===== src/rtl/id_issue_reg.sv =====
// id_issue_reg: decode-to-execute issue register for the 5-stage MIPS pipeline.
// Resolves operand hazards against downstream stages with Tuse/Tnew timing,
// forwards ready results into the operand latches, inserts bubbles on stalls,
// and honours ready/valid back-pressure, flush and a saturating stall counter.
module id_issue_reg #(
   parameter int unsigned      DW      = 32,
   parameter int unsigned      AW      = 5,
   parameter int unsigned      NSRC    = 2,
   parameter int unsigned      NFWD    = 3,
   parameter int unsigned      TW      = 3,
   parameter int unsigned      PAYW    = 60,
   parameter logic [PAYW-1:0]  NOP_PAY = PAYW'(1),
   parameter logic [DW-1:0]    RST_PC  = DW'(32'h3000)
) (
   input  logic                 clk,
   input  logic                 reset,
   input  logic                 flush,
   input  logic                 in_valid,
   output logic                 in_ready,
   input  logic [NSRC*AW-1:0]   in_raddr,
   input  logic [NSRC*DW-1:0]   in_rdata,
   input  logic [NSRC*TW-1:0]   in_tuse,
   input  logic [AW-1:0]        in_waddr,
   input  logic [TW-1:0]        in_tnew,
   input  logic [PAYW-1:0]      in_payload,
   input  logic [DW-1:0]        in_pc,
   input  logic                 in_exc,
   input  logic [4:0]           in_exccode,
   input  logic                 in_md,
   input  logic                 md_busy,
   input  logic [NFWD*AW-1:0]   fwd_addr,
   input  logic [NFWD*TW-1:0]   fwd_tnew,
   input  logic [NFWD*DW-1:0]   fwd_data,
   output logic                 out_valid,
   input  logic                 out_ready,
   output logic [NSRC*AW-1:0]   out_raddr,
   output logic [NSRC*DW-1:0]   out_rdata,
   output logic [NSRC-1:0]      out_pend,
   output logic [NSRC*TW-1:0]   out_tuse,
   output logic [AW-1:0]        out_waddr,
   output logic [TW-1:0]        out_tnew,
   output logic [PAYW-1:0]      out_payload,
   output logic [DW-1:0]        out_pc,
   output logic                 out_exc,
   output logic [4:0]           out_exccode,
   output logic [31:0]          stall_cnt
);

   logic [NSRC-1:0]    src_haz;
   logic [NSRC-1:0]    nxt_pend;
   logic [NSRC*DW-1:0] nxt_rdata;
   logic [NSRC*TW-1:0] nxt_tuse;
   logic [TW-1:0]      nxt_tnew;
   logic               hazard;
   logic               adv;
   logic               load;

   // per-operand scratch used inside the resolution loop
   logic               found;
   logic [AW-1:0]      ra;
   logic [TW-1:0]      tu;
   logic [TW-1:0]      mt;
   logic [DW-1:0]      mdat;

   // Tuse: 0 stays 0 and the all-ones "unused" marker is preserved
   function automatic logic [TW-1:0] dec_tuse(input logic [TW-1:0] v);
      if (v == '0 || v == '1) return v;
      return v - TW'(1);
   endfunction

   // Tnew: saturating decrement towards 0
   function automatic logic [TW-1:0] dec_tnew(input logic [TW-1:0] v);
      if (v == '0) return v;
      return v - TW'(1);
   endfunction

   // resolve each source against the youngest matching downstream stage
   always_comb begin
      src_haz   = '0;
      nxt_pend  = '0;
      nxt_rdata = in_rdata;
      found     = 1'b0;
      ra        = '0;
      tu        = '0;
      mt        = '0;
      mdat      = '0;
      for (int unsigned s = 0; s < NSRC; s++) begin
         ra    = in_raddr[s*AW +: AW];
         tu    = in_tuse[s*TW +: TW];
         found = 1'b0;
         mt    = '0;
         mdat  = '0;
         if (ra != '0 && tu != '1) begin
            for (int unsigned k = 0; k < NFWD; k++) begin
               if (!found && fwd_addr[k*AW +: AW] == ra) begin
                  found = 1'b1;
                  mt    = fwd_tnew[k*TW +: TW];
                  mdat  = fwd_data[k*DW +: DW];
               end
            end
         end
         if (found) begin
            src_haz[s] = (mt > tu);
            if (mt == '0) begin
               nxt_rdata[s*DW +: DW] = mdat;
            end else begin
               nxt_pend[s] = 1'b1;
            end
         end
      end
   end

   // decremented timing fields for the loaded entry
   always_comb begin
      nxt_tuse = '0;
      for (int unsigned s = 0; s < NSRC; s++) begin
         nxt_tuse[s*TW +: TW] = dec_tuse(in_tuse[s*TW +: TW]);
      end
      nxt_tnew = dec_tnew(in_tnew);
   end

   // stall decision and handshake; an excepting instruction never stalls
   always_comb begin
      hazard   = !in_exc && ((|src_haz) || (in_md && md_busy));
      adv      = !out_valid || out_ready;
      in_ready = adv && !hazard && !flush;
      load     = in_valid && in_ready;
   end

   // issue register: reset/flush/empty-advance give a bubble, !adv holds
   always_ff @(posedge clk) begin
      if (!reset || flush || (adv && !load)) begin
         out_valid   <= 1'b0;
         out_raddr   <= '0;
         out_rdata   <= '0;
         out_pend    <= '0;
         out_tuse    <= '1;
         out_waddr   <= '0;
         out_tnew    <= '0;
         out_payload <= NOP_PAY;
         out_pc      <= RST_PC;
         out_exc     <= 1'b0;
         out_exccode <= 5'd31;
      end else if (load) begin
         out_valid   <= 1'b1;
         out_raddr   <= in_raddr;
         out_rdata   <= nxt_rdata;
         out_pend    <= nxt_pend;
         out_tuse    <= nxt_tuse;
         out_waddr   <= in_waddr;
         out_tnew    <= nxt_tnew;
         out_payload <= in_payload;
         out_pc      <= in_pc;
         out_exc     <= in_exc;
         out_exccode <= in_exccode;
      end
   end

   // count cycles in which a valid decode entry is held back by a hazard
   always_ff @(posedge clk) begin
      if (!reset) begin
         stall_cnt <= '0;
      end else if (in_valid && hazard && !flush && stall_cnt != '1) begin
         stall_cnt <= stall_cnt + 32'd1;
      end
   end

endmodule


===== config.mk =====
export PLATFORM = sky130hd
export DESIGN_NAME = id_issue_reg
export DESIGN_NICKNAME = d
export VERILOG_FILES = /design/src/rtl/id_issue_reg.sv
export SDC_FILE = /design/constraint.sdc
export NUM_CORES = 1
export LEC_CHECK = 0
export ABC_AREA = 1
export CAP_MARGIN = 0
export CORE_AREA = 2 2 211 213
export CTS_CLUSTER_DIAMETER = 80
export DETAILED_ROUTE_END_ITERATION = 6
export DIE_AREA = 0 0 213 215
export RECOVER_POWER = 50
export SLEW_MARGIN = 15
export SYNTH_ARGS = -nofsm -noshare
export SYNTH_HDL_FRONTEND = slang
export SYNTH_SLANG_ARGS = --single-unit

===== constraint.sdc =====
create_clock -name clk -period 6.7 [get_ports clk]
set_input_delay 2.01 -clock clk [delete_from_list [all_inputs] [get_ports clk]]
set_output_delay 2.01 -clock clk [all_outputs]
set_load 0.005 [all_outputs]

# Word level (Yosys, flattened, before mapping)
# Index checks and enable logic that the tools add are counted.
dict set report word_totals {
  out_inout_bits 222
  rom_bits 0
  input_bits 313
  memories 0
  ff_bits 221
  latchBits 0
  ram_bits 0
}
dict set report op_classes {
  n_div 0
  n_mul 0
  n_lt_le_gt_ge 2
  n_eq_ne 11
  n_addsub 4
  n_bitwise 0
  shift 0
  reduce_logical 39
  muxes 47
}
# op n
set op_table {}
lappend op_table {{32-bit two-way mux} 12}
lappend op_table {{3-bit two-way mux} 14}
lappend op_table {{32-bit by 1-bit adder with 32-bit output (second input constant)} 1}
lappend op_table {{32-bit != test (second input constant)} 1}
lappend op_table {{5-bit equality test} 6}
lappend op_table {{1-bit two-way mux} 21}
lappend op_table {{1-bit logical AND} 15}
lappend op_table {{3-bit logical NOT} 5}
lappend op_table {{1-bit logical NOT} 10}
lappend op_table {{5-bit nonzero test} 2}
lappend op_table {{3-bit by 1-bit subtractor with 3-bit output (second input constant)} 3}
lappend op_table {{3-bit equality test (second input constant)} 2}
lappend op_table {{3-bit > comparator} 2}
lappend op_table {{1-bit logical OR} 6}
lappend op_table {{3-bit != test (second input constant)} 2}
lappend op_table {{2-bit OR reduction} 1}

# Depth between registers and ports, before layout
# Gate-level depths: netlist (run 1).
dict set report depth {
  word_depth 23
  mapped_depth 27
  depth_no_buf 23
}

# Worst setup path after synthesis (run 1)
# Ideal clock, no wire load.
dict set report synth_path {
  path_type {input to output}
  from {in in_raddr[9]}
  to {out in_ready}
  path_buffers 2
  arrival_ns 4.407
  setup_slack_ns 0.283
  stages 21
  path_cell_list {buf_2 inv_1 nand2_1 nand2_1 nor2_1 nand3_1 nand2_1 nor2_2 nand2_1 nand3_1 clkbuf_1 inv_1 ha_1 nand2_1 o21a_1 a31oi_1 nand3_1 nand3_4 nand2_2 nand2_1 inv_1}
}
dict set report synth_via {
  elab_chain_cells 19
}
# element line
set synth_lines {}
lappend synth_lines {{from (decl)} 20} ;# input logic [NSRC*AW-1:0] in_raddr,
lappend synth_lines {{5-bit equality test} 95} ;# if (!found && fwd_addr[k*AW +: AW] == ra) begin
lappend synth_lines {{1-bit two-way mux} 95}
lappend synth_lines {{1-bit two-way mux} 93} ;# if (ra != '0 && tu != '1) begin
lappend synth_lines {{1-bit logical NOT} 95}
lappend synth_lines {{1-bit logical AND} 95}
lappend synth_lines {{1-bit two-way mux} 95}
lappend synth_lines {{1-bit two-way mux} 93}
lappend synth_lines {{1-bit logical NOT} 95}
lappend synth_lines {{(+2 left out)} -}
lappend synth_lines {{3-bit two-way mux} 93}
lappend synth_lines {{3-bit > comparator} 103} ;# src_haz[s] = (mt > tu);
lappend synth_lines {{1-bit two-way mux (*)} 102} ;# if (found) begin
lappend synth_lines {{2-bit OR reduction (*)} 124} ;# hazard = !in_exc && ((|src_haz) || (in_md && md_busy));
lappend synth_lines {{1-bit logical OR (*)} 124}
lappend synth_lines {{1-bit logical AND (*)} 124}
lappend synth_lines {{1-bit logical NOT (*)} 126} ;# in_ready = adv && !hazard && !flush;
lappend synth_lines {{1-bit logical AND (*) (2 in series)} 126}
lappend synth_lines {{to (decl)} 19} ;# output logic in_ready,
# Every way passes the cells marked *; elsewhere a longest branch is shown, timed or not. The select of a mux whose other input is x is not followed.

# Final worst setup path (run 1)
dict set report layout_path {
  from {in in_raddr[2]}
  to {out in_ready}
}
# Same word-level chain as after synthesis.

==> flow_metrics.env, run 1 <==
export IMPL_p_sw_share_pct=28.87
export IMPL_yosysMostFrequentCell="nand2_1"
export IMPL_leakage_nw=8.994
export IMPL_crit_path_max_incr_delay_ns=0.30
export IMPL_start_util_pct=31.04
export IMPL_synthArstFlopShare_pct=0
export IMPL_drtIter0Drc=1338
export IMPL_synth_edf_count=0
export IMPL_fin_area_um2=20630
export IMPL_syn_nets=2498
export IMPL_clk_pin_slew_worst_paths_ns=0.05
export IMPL_drv_slew=0
export IMPL_fmax_mhz=152.4
export IMPL_clock_sinks=221
export IMPL_synth_common_cells="837 x nand2_1, 221 x dfxtp_1, 207 x nor2_1, 176 x nand3_1"
export IMPL_power_frac_seq_pct=38.1
export IMPL_vias_per_cell=4.944
export IMPL_pre_cts_slack_ns=-0.5742
export IMPL_cts_tree="built"
export IMPL_place_area_um2=19510
export IMPL_coreArea_um2=43640
export IMPL_area_delta_synth_final_pct=52.29
export IMPL_drc_errors=0
export IMPL_die_h_um=215
export IMPL_ant_nets=0
export IMPL_nNetsFinal=3003
export IMPL_worst_slew_pin_transition_ns=1.194
export IMPL_drt_met1_wl_um=26910
export IMPL_ys_warnings_count=0
export IMPL_die_w_um=213
export IMPL_final_layout_size_suffix_gt1_share_pct=10.40
export IMPL_peakVddDrop_v=0.0001417
export IMPL_grt_overflow_total=0
export IMPL_port_buffers=534
export IMPL_clkPwrFrac_pct=41.3
export IMPL_detail_route_first_pass_iterations=5
export IMPL_critPathSlowestCell="dlygate4sd2_1"
export IMPL_grt_pass1_vias=15497
export IMPL_synth_area_leaders="dfxtp_1 33%, nand2_1 23%, nand3_1 6.5%"
export IMPL_cp_end_kind="output port"
export IMPL_period_minus_slack_ns=6.564
export IMPL_grt_max_degree=145
export IMPL_crit_arrival_ns=4.55
export IMPL_die_area_um2=45800
export IMPL_slew_limit_headroom_pct=20.19
export IMPL_clockBufferDepth=3
export IMPL_root_buffer="clkbuf_16"
export IMPL_gp_congestion=0.9650
export IMPL_final_util_pct=47.27
export IMPL_ys_flop_type="dfxtp_1"
export IMPL_critPathKind="in -> out"
export IMPL_track_usage_pct=26.31
export IMPL_worstHoldPathType="reg -> reg"
export IMPL_worst_ep_required_time_ns=4.69
export IMPL_routed_top_layer="met5"
export IMPL_wl_um=62580
export IMPL_powerDensity_nw_per_um2=168.7
export IMPL_wl_met2_um=29090
export IMPL_path_buf_inv=6
export IMPL_yosysUniqueCellTypes=35
export IMPL_dr_total_vias=16325
export IMPL_synth_area_leader_cell="dfxtp_1"
export IMPL_power_internal_mw=2.476
export IMPL_clk_latency_ns=0.56
export IMPL_drv_cap=0
export IMPL_path_cells="dlygate4sd2_1 -> inv_2 -> nand2_1 -> nand2_1 -> nor2_1 -> nand3_2 -> buf_4 -> nand4_1 -> nand3_2 -> inv_1 -> ha_1 -> nand2_1 -> nor2_1 -> a211oi_1 -> a31oi_1 -> nand2_2 -> nand3_4 -> nand2_4 -> nand2_2 -> inv_1 -> clkdlybuf4s15_1"
export IMPL_synthCells=2171
export IMPL_wl_per_cell_um=18.95
export IMPL_place_hpwl_um=46940
export IMPL_cp_max_fo=6
export IMPL_fillers=4514
export IMPL_worstSetupStartpointType="input pin"
export IMPL_fin_crit_sh_pct=97.97
export IMPL_antenna_found_initial=22
export IMPL_fin_ws_ns=0.1362
export IMPL_crit_top_cell="nand2_1"
export IMPL_avgSynthCellArea_um2=6.239
export IMPL_p_total_mw=3.481
export IMPL_cp_top_family="simple AND/OR/NAND/NOR gates"
export IMPL_outcome="completed"
export IMPL_cts_max_level=1
export IMPL_grt_pass1_wl_um=93250
export IMPL_rows=77
export IMPL_ys_ff_latch=221
export IMPL_io_pins=535
export IMPL_pwr_share_comb_pct=20.6
export IMPL_dr_wl_met3_um=4442
export IMPL_hold_violations=0
export IMPL_synth_top_area_share_pct=32.66
export IMPL_fin_skew_ns=0.02027
export IMPL_p_sw_mw=1.005
export IMPL_cts_buffers=27
export IMPL_synth_area_um2=13550
export IMPL_yosysSeqAreaShare_pct=32.66
export IMPL_setup_viol=0
==> sequential cells by signal (all words and copies together) (netlist names), 3 cells and up <==
name,count
out_raddr,10
out_pc,32
stall_cnt,32
out_payload,60
out_waddr,5
out_exccode,5
out_tnew,3
out_tuse,6
out_rdata,64
==> what timing repair did <==
action | CTS | global route
setup buffers | 6 | 3
hold buffers | 0 | 0
pin swaps | 19 | 19
resized for setup | 50 | 60
endpoints found under the setup margin | 1 | 1
==> power by group through the flow <==
stage	Clock, mW	Combinational [mW]	Sequential (mW)
floorplan	0	0.344	1.36
global route	1.52	0.784	1.33
global placement	0	0.697	1.36
finish	1.44	0.717	1.33
detailed placement	0	0.702	1.36
CTS	1.47	0.708	1.33
==> cells by family (layout without fill, tap and decap cells) <==
kind of cell / count (synthesis) / count (layout) / share of synthesized area (%)
DFF: 221 / 221 / 32.66
and+or+nand+nor: 1396 / 1396 / 43.79
AOI/OAI and AO/OA: 229 / 229 / 10.72
adders and majority gates: 14 / 14 / 1.293
other: 0 / 17 / 0
buffers and inverters: 284 / 806 / 9.782
xor gates and xnor gates: 27 / 27 / 1.746
==> final timing paths <==
| check | cells past startpoint | slack (ns) | start | to |
|---|---|---|---|---|
| setup / recovery | 21 | 0.14 | in_raddr[2] | in_ready |
| hold / removal | 2 | 0.46 | out_raddr[1] | out_raddr[1] |
| setup reg to reg | 13 | 3.97 | stall_cnt[0] | stall_cnt[13] |
| hold reg to reg | 2 | 0.46 | out_raddr[1] | out_raddr[1] |
==> worst register-to-register path, delay by kind of cell (launching register included) <==
family | cells | cell delay (ns)
adders and majority gates | 1 | 0.26
and+or+nand+nor | 9 | 1.20
DFF | 1 | 0.38
buffers and inverters | 2 | 0.54
AOI/OAI and AO/OA | 1 | 0.25
==> layer usage <==
metal  track usage (%)  vias to the layer above
met5                 0                        -
met4             9.790                       14
met3             6.269                      115
met2             42.40                      543
met1             33.92                     7593
li1                  -                     8060
==> cell type report <==
class,count,area [um^2],share of cell area (%)
Multi-Input combinational cell,1666,8031,38.93
Timing Repair Buffer,622,6008,29.13
Sequential cell,221,4424,21.45
Clock buffer,39,770.7,3.736
Tap cell,592,740.7,3.591
Inverter,138,525.5,2.547
Clock inverter,7,85.08,0.4124
Antenna cell,17,42.54,0.2062
==> cell usage in the layout (no fill, tap or decap), drive strengths merged, types with 7 or more instances in the layout <==
| master | instances |
|---|---|
| clkbuf | 52 |
| xnor2 | 13 |
| dlygate4sd2 | 7 |
| inv | 139 |
| a21oi | 214 |
| ha | 14 |
| nand4 | 139 |
| diode | 17 |
| buf | 89 |
| nand3 | 183 |
| nor2 | 211 |
| clkdlybuf4s50 | 287 |
| nor3 | 13 |
| o21ai | 10 |
| nand2 | 841 |
| dfxtp | 221 |
| xor2 | 14 |
| dlygate4sd3 | 221 |
==> stage by stage <==
step	std cells	TNS (ns)	hold slack [ns]
after floorplan	2171	0	0.4583
after global placement	3230	-0.4735	0.4521
after detailed placement	3230	-0.5742	0.4545
after CTS	3282	0	0.4639
after global routing	3295	-0.05084	0.4810
final	3302	0	0.4594
No activity file was read; power rests on OpenSTA's default activity.
==> inputs of run 2 (changes only) <==
--- a/config.mk
+++ b/config.mk
@@ -16,3 +16,4 @@
 export SYNTH_ARGS = -nofsm -noshare
 export SYNTH_HDL_FRONTEND = slang
 export SYNTH_SLANG_ARGS = --single-unit
+export TNS_END_PERCENT = 5
==> results of run 2 <==
Same layout as run 1: the final DEF is identical, and so are final timing and power.
==> RTL change (config.mk and constraints of run 1) <==
Change the parameter `AW` from 5 to 7.
--- a/src/rtl/id_issue_reg.sv
+++ b/src/rtl/id_issue_reg.sv
@@ -6,3 +6,3 @@
    parameter int unsigned      DW      = 32,
-   parameter int unsigned      AW      = 5,
+   parameter int unsigned      AW      = 7,
    parameter int unsigned      NSRC    = 2,
Ports: changed (5 resized); port bits go from 535 to 553. The function was not compared with the original's and may differ.
==> RTL change against run 1 <==
  * Routed wire length rose by 1.7%
  * Count of clock-buffer cells in the layout down 1
  * Die area stayed put
  * Clock power rose by 18%
  * Total power is 3.9% higher
  * Worst setup slack gained 0.085 ns
  * Synthesized area is 2.6% lower
  * Non-clock buffer count is 22 higher
  * Cell area grew 0.67%
  * Sequential cell count increased by 6
  * Highest routed layer unchanged
==> RTL change: results (changes against run 1) <==
run status=finished clean; fraction of area in multi-input gates=0.373 (-0.0159); Buffers excl. clock=644 (+3.5%); inverter count=99 (-28%); fillers=4470 (-0.97%); Met2 Wirelength=29.5 mm (+1.3%); first-pass GRT wire length=94.8 mm (+1.7%); clock latency on the worst-skew pair=0.58 ns (+0.02 ns); Placement Setup Slack=-0.603 ns (-0.0289 ns); VDD IR max=0.000197 V (+39%); non-clk buf share=0.302 (+0.0104); fin nets=3006 (+0.10%); DP Wirelength=47.2 mm (+0.63%); CP Max Fanout=5 (-1); WL per Instance=19.3 microns (+1.7%); Leak Pwr=8.90 nW (-1.1%); ANT cells=18 (+1); PortBufs=552 (+3.4%); Synthesized Nets=2475 (-0.92%); CP arrival=4.47 ns (-0.08 ns); met3 Usage GRT=0.0737 (+0.0110); main area contributors after synthesis=dfxtp_1, nand2_1, a21oi_1; worst r2r dst=stall_cnt[12]; wire length on met3=5.58 mm (+26%); met2 usage=0.445 (+0.0213); Post-Synth Adder-Cell Area=0.0133 (+0.000342); metal1 wirelength=25.0 mm (-7.1%); clk tree area frac=0.0499 (+0.00846); flop-to-flop setup slack=3.83 ns (-0.14 ns); CTS Buf Count=29 (+7.4%); R2R depth=15 (+2); vias per cell=4.95 (about the same); flop and latch count out of synthesis=227 (+2.7%); Post-synth top cells=nand2_1, dfxtp_1, a21oi_1; WHS Endpoint=out_rdata[24]; Slew HR=0.412 (+0.210); Min-Delay Startpoint=out_rdata[24]; 1st-iter DRT viols=1201 (-10%); post-synthesis average cell area=6.18 sq um (-0.98%); share of layout cells above drive strength 1=0.0822 (-0.0218); post-synthesis sequential area ratio=0.344 (+0.0177); Clock Skews=0.0126 ns (-0.00766 ns); vias in the first global route=15609 (+0.72%); Max Buffers Root-to-Sink=3 (unchanged); GPL Wtd Cong=0.940 (-2.6%); largest net degree at the start of global routing=117 (-19%); critical path startpoint=in_raddr[5]; Seq. cell area=4540 sq um (+2.7%)
-- RTL change: metrics by stage --
stage                     hold WS (ns)  total power, mW  area [sq um]  instances
after global placement           0.451             1.94         19400       3214
after CTS                        0.464             3.66         20600       3276
after floorplan                  0.460             1.62         13200       2136
after detailed placement         0.454             1.94         19400       3214
final                            0.458             3.62         20800       3299
after global routing             0.475             3.76         20800       3293
-- RTL change: how the worst max path moves through the flow --
stage | end | slack [ns] | depth (start not counted)
after floorplan | in_ready | 0.41 | 20
after global placement | in_ready | -0.60 | 21
after detailed placement | in_ready | -0.60 | 23
after CTS | in_ready | 0.0007 | 21
after global routing | in_ready | -0.01 | 23
final | in_ready | 0.22 | 20
-- RTL change: where the power goes --
part / internal, mW / switching, mW
Clock: 1.05 / 0.649
Sequential: 1.36 / 0.00399
Combinational: 0.277 / 0.283
Total: 2.68 / 0.936
-- RTL change: repair_timing --
action                     CTS  global route
pin swaps                   14            25
resized for setup           43            60
setup endpoints to repair    1             1
setup buffers                9             5
